$ cat src/rtl/csa_4_bit.sv
// 4-bit carry-skip adder with registered outputs.
// Computes a + b + c_in through a per-bit ripple chain, with a group-propagate
// skip mux on the carry out. Registered sum, carry-out and group propagate
// give one cycle of latency. The p and c_out outputs let several instances be
// cascaded into wider skip adders.
module csa_4_bit (
    input  logic       clk,
    input  logic       rst_n,
    input  logic [3:0] a,
    input  logic [3:0] b,
    input  logic       c_in,
    output logic [3:0] sum,
    output logic       c_out,
    output logic       p
);

    // Per-bit propagate/generate terms
    logic [3:0] prop;
    logic [3:0] gen;

    // Ripple carries: carry[0] is c_in, carry[4] is the rippled carry out
    logic [4:0] carry;

    // Combinational results feeding the output registers
    logic [3:0] sum_d;
    logic       grp_p;
    logic       c_out_d;

    // Output registers
    logic [3:0] sum_q;
    logic       c_out_q;
    logic       p_q;

    // Per-bit propagate and generate
    always_comb begin
        prop = a ^ b;
        gen  = a & b;
    end

    // Ripple chain producing the sum bits and the rippled carry out
    always_comb begin
        carry    = '0;
        sum_d    = '0;
        carry[0] = c_in;
        for (int i = 0; i < 4; i++) begin
            carry[i+1] = gen[i] | (prop[i] & carry[i]);
            sum_d[i]   = prop[i] ^ carry[i];
        end
    end

    // Skip mux: when every bit propagates, c_in bypasses the ripple chain.
    // It is functionally identical to carry[4], but it is kept as its own
    // structure so that a wider cascade sees a short c_in-to-c_out path.
    always_comb begin
        grp_p   = &prop;
        c_out_d = grp_p ? c_in : carry[4];
    end

    // Output registers: capture every cycle, cleared asynchronously
    always_ff @(posedge clk or negedge rst_n) begin
        if (!rst_n) begin
            sum_q   <= 4'h0;
            c_out_q <= 1'b0;
            p_q     <= 1'b0;
        end else begin
            sum_q   <= sum_d;
            c_out_q <= c_out_d;
            p_q     <= grp_p;
        end
    end

    assign sum   = sum_q;
    assign c_out = c_out_q;
    assign p     = p_q;

endmodule

$ cat config.mk
export PLATFORM = sky130hd
export DESIGN_NAME = csa_4_bit
export DESIGN_NICKNAME = d
export VERILOG_FILES = /design/src/rtl/csa_4_bit.sv
export SDC_FILE = /design/constraint.sdc
export NUM_CORES = 1
export LEC_CHECK = 0
export CAP_MARGIN = 0
export CORE_AREA = 5 5 42 44
export CTS_BUF_LIST = sky130_fd_sc_hd__clkbuf_8
export DETAILED_ROUTE_END_ITERATION = 10
export DIE_AREA = 0 0 47 49
export PLACE_DENSITY_LB_ADDON = 0.1
export SYNTH_ARGS = -nofsm -noshare
export SYNTH_HDL_FRONTEND = slang
export SYNTH_SLANG_ARGS = --single-unit
$ cat constraint.sdc
create_clock -name clk -period 0.8 [get_ports clk]
set_input_delay 0.16 -clock clk [delete_from_list [all_inputs] [get_ports clk]]
set_output_delay 0.16 -clock clk [all_outputs]
set_load 0.01 [all_outputs]
After elaboration in Yosys (flattened, before gate mapping)

Cells that the tools add are included.

Register bits: 6
Bits of input ports: 11
Output and inout port bits: 6
Word-level logic and storage cells: 19

Mux-type cells: 1
Bitwise logic cells: 14
Reductions and logical operators: 1

Operators with widths:

| kind                | count |
|---|---|
| AND 1 bit           | 4 |
| AND 4 bit           | 1 |
| bitwise OR 1 bit    | 4 |
| AND reduction 4 bit | 1 |
| XOR 1 bit           | 4 |
| XOR 4 bit           | 1 |
| 2-to-1 mux 1 bit    | 1 |

Logic depth before layout (Yosys ltp)

Depth after elaboration: 10
Depth in mapped cells: 8
Gate-level depth less buffers: 8

Least setup slack after synthesis

OpenSTA, ideal clock, no wires.

Path type: input port to flip-flop
Start: in a[0]
End: reg sum_q[3], in the netlist sum[3]
Library setup time: 64 ps
Arrival: 1653 ps
Required time: 736 ps
Setup slack: -917 ps
Cell stages on the path: 8
Buffers on the path: 0
Cells stage by stage: inv_1 fa_1 inv_1 fa_1 fa_1 inv_1 fa_1 inv_1

Longest elaborated chain between the ends: 8
Elaborated cells on any way between the ends: 9
Those cells by class: bitwise (9)

RTL lines:

| element              | RTL line | text |
|---|---|---|
| from (decl)          | 9        | `input logic [3:0] a,` |
| XOR 4 bit            | 36       | `prop = a ^ b;` |
| AND 1 bit            | 46       | `carry[i+1] = gen[i] \| (prop[i] & carry[i]);` |
| bitwise OR 1 bit *   | 46       |  |
| AND 1 bit *          | 46       |  |
| bitwise OR 1 bit *   | 46       |  |
| AND 1 bit *          | 46       |  |
| bitwise OR 1 bit *   | 46       |  |
| XOR 1 bit *          | 47       | `sum_d[i] = prop[i] ^ carry[i];` |
| net sum_d[3]         | 25       | `logic [3:0] sum_d;` |
| to (signal assigned) | 66       | `sum_q <= sum_d;` |
| to (decl)            | 30       | `logic [3:0] sum_q;` |

The timed path passes the listed nets; every way through them passes the cells marked *.

Worst setup path after layout

Ends and elaborated chain as after synthesis.

==> run summary <==
The violation count after the first detailed-routing iteration came out at 1. The die is 47 µm wide. The hold violation total from the final report was 0.

The synthesized design devotes to its leading area cell type 44.78% of total area. The overall power after layout came out at 1.036 mW. Summed over all cells, the static leakage comes to 0.2922 nW. The clock network is responsible for 41.5% of the overall power. The count of final max-slew check failures came out at 0. The first detailed-routing pass ran for 3 iterations. The count of yosys warnings during synthesis is 0.

The measured slew at the worst slew-check pin is 0.2538 ns. The floorplan step defined a die boundary enclosing 2303 µm². The worst endpoint data arrival time came out at 1.75 ns. The top-level I/O count is 17. The area growth from synthesis to final layout came out at 74.63%. The worst setup path is of the in -> reg kind.

The data required time at the worst endpoint came out at 0.96 ns. The final design instance area without fill is 585.6 µm². The net switching fraction of the power is 22.47%. In the layout the commonest cells are sky130_fd_sc_hd__dfrtp_1 (6), sky130_fd_sc_hd__buf_2 (6), sky130_fd_sc_hd__clkdlybuf4s50_1 (5), sky130_fd_sc_hd__fa_2 (4), sky130_fd_sc_hd__ha_1 (4).

Buffers added to address setup during post-CTS repair amount to 0. The initial antenna violation count came out at 0. The worst relative slew slack came out at 83.03%. The core region area is 1401 µm². Following the worst setup path forward leads to its endpoint at sum[3]$_DFF_PN0_. The count of buffers added on input and output ports is 16. For this run the aggregate overflow at the end of global routing stands at 0.

By area the synthesized netlist is led by sky130_fd_sc_hd__dfrtp_1 (45%), sky130_fd_sc_hd__fa_1 (24%), sky130_fd_sc_hd__ha_1 (15%), sky130_fd_sc_hd__inv_1 (10%), sky130_fd_sc_hd__and4_4 (3.4%). Setup repair after global routing could not meet its margin everywhere. Dividing the detail-routed via count by the number of cells gives 3.794.

The run finished, with violations left. The top fanout value on the critical path is 2. The element type at the critical path end is a flip-flop. The clock-pin slew of the registers on the worst-case setup and hold paths came out at 0.03 ns.

The category of the worst setup path launch point is a primary input. The critical path starts at a[0]. The initial cell density of the core is 23.93%. The fmax came out at 628.9 MHz. The setup slack of the critical path after layout is -0.7900 ns. The final clock period utilization by the worst path came out at 198.7%. The post-route core utilization is 41.79%. The type of the tightest min-delay check is in -> async. The count of nets left with antenna violations once routing finished came out at 0. Combinational logic is responsible for 23.9% of the overall power. The CTS tree is yes. The synthesized design spends more area on one cell type than any other, namely sky130_fd_sc_hd__dfrtp_1. Detailed routing inserted a total of 239 vias.

The fraction of layout instances using a drive strength above 1 is 55.32%. The number of violations of the max-capacitance limit is 0. The number of buffers created by CTS came out at 3. The internal power component is 0.8035 mW. The remaining routing DRC violations is 0.

After synthesis, flip-flops and latches occupy 44.78% of the total area. The root buffer cell chosen for the clock tree is sky130_fd_sc_hd__clkbuf_8. The instance area after placement is 555.5 µm². Counting every net in the synthesized netlist gives 44.

Entering global routing, the biggest net connects 7 pins. The checks that failed: negative setup slack. The final sum of negative setup slack came out at -2.711 ns. The total number of nets in the final design is 68.

The half-perimeter wire length after detailed placement came out at 589.5 µm. The post-synthesis sequential element count came out at 6. The total net switching power is 0.2329 mW. After floorplanning, the core was divided into 14 placement rows. The maximum clock insertion buffer count is 2. The mean cell area of the mapped netlist is 13.41 µm². Of the total power, registers draw 34.6%. The final estimated routing congestion in global placement is 0.6654. The final antenna diode count came out at 0. The total wire length came out at 640 µm. The average wire length per cell after detail routing came out at 10.16 µm. The via count of the first global-routing pass came out at 295. In this run the number of H-tree levels came out at 1. The first global-routing pass estimated 1.083 mm of wire. The maximum resistive drop on vdd came out at 0.5536 mV. The total number of clock tree sinks is 6. The die extent in y is 49 µm. The number of hold buffers added after CTS was 0. The mapped netlist covers 335.3 µm². The post-synthesis cell count is 25. The final hold slack came out at 0.1785 ns. The number of distinct library cell variants in the gate-level netlist after synthesis came out at 6. The total setup violations reported at the end of the flow came out at 11. The total track usage came out at 7.123%. The final critical path time including I/O delays and setup is 1.590 ns. The areal power density over the cells is 1770 nW/µm². The count of filler cells inserted in the layout is 148.
## logic make-up after synthesis
| family | share of synthesized area, % |
|---|---|
| buffers and inverters | 10.07 |
| multiplexers | 2.985 |
| flip-flops | 44.77 |
| adder cells (fa/ha/maj) | 38.81 |
| AND/OR/NAND/NOR | 3.358 |
## sequential cells by signal, summed over array words and instances, names as in the netlist
signal,cells
sum,4
c_out,1
p,1
## cell type report
type                       instances  area, µm²  share of cell area, %
multi-input combinational         10      161.4                  27.56
timing repair buffer              19      161.4                  27.56
sequential                         6      150.1                  25.64
inverter                           9      51.30                  8.761
clock buffer                       3      41.29                  7.051
tap                               16      20.02                  3.419
## power by group through the flow
stage / clock, mW / combinational (mW) / sequential [mW]
floorplan: 0 / 0.0696 / 0.391
global placement: 0 / 0.283 / 0.363
detailed placement: 0 / 0.289 / 0.365
CTS: 0.448 / 0.249 / 0.359
global route: 0.461 / 0.279 / 0.363
finish: 0.431 / 0.247 / 0.358
## per-layer routing
layer	track usage [%]	up-vias	part of all wire, %	routed length (µm)
li1	-	113	-	-
met1	5.923	112	27	173
met2	11.09	12	58	369
met3	2.583	2	12	76
met4	8.295	0	3.0	19
met5	0	-	0	0
## worst min-delay path by stage
stage          start          endpoint  slack [ns]
2_1_floorplan  rst_n   c_out$_DFF_PN0_       -0.14
3_3_place_gp   rst_n  sum[3]$_DFF_PN0_        0.41
3_5_place_dp   rst_n  sum[3]$_DFF_PN0_        0.41
4_1_cts        rst_n  sum[3]$_DFF_PN0_        0.18
5_1_grt        rst_n  sum[3]$_DFF_PN0_        0.20
6_report       rst_n  sum[3]$_DFF_PN0_        0.18
## synthesized netlist by cell type, drive strengths merged
library cell,number
inv,9
dfrtp,6
fa,4
ha,4
and4,1
mux2i,1
## critical path, cell delays in order
cell and delay, ns:
sky130_fd_sc_hd__buf_8 0.11, sky130_fd_sc_hd__clkinv_8 0.03, sky130_fd_sc_hd__fa_2 0.19, sky130_fd_sc_hd__inv_2 0.04
sky130_fd_sc_hd__fa_2 0.34, sky130_fd_sc_hd__fa_2 0.35, sky130_fd_sc_hd__inv_2 0.06, sky130_fd_sc_hd__fa_2 0.42
sky130_fd_sc_hd__inv_2 0.05
## timing repair
item | in CTS | in global routing
gates resized for setup | 44 | 4
endpoints found under the setup margin | 12 | 11
pin swaps | 4 | 4
## metrics by stage
stage	setup WS [ns]	cells
after floorplan	-0.8548	25
after global placement	-1.483	60
after detailed placement	-1.525	60
after CTS	-0.8619	63
after global routing	-0.8308	63
final	-0.7900	63
No activity file was read; power rests on OpenSTA's default activity.
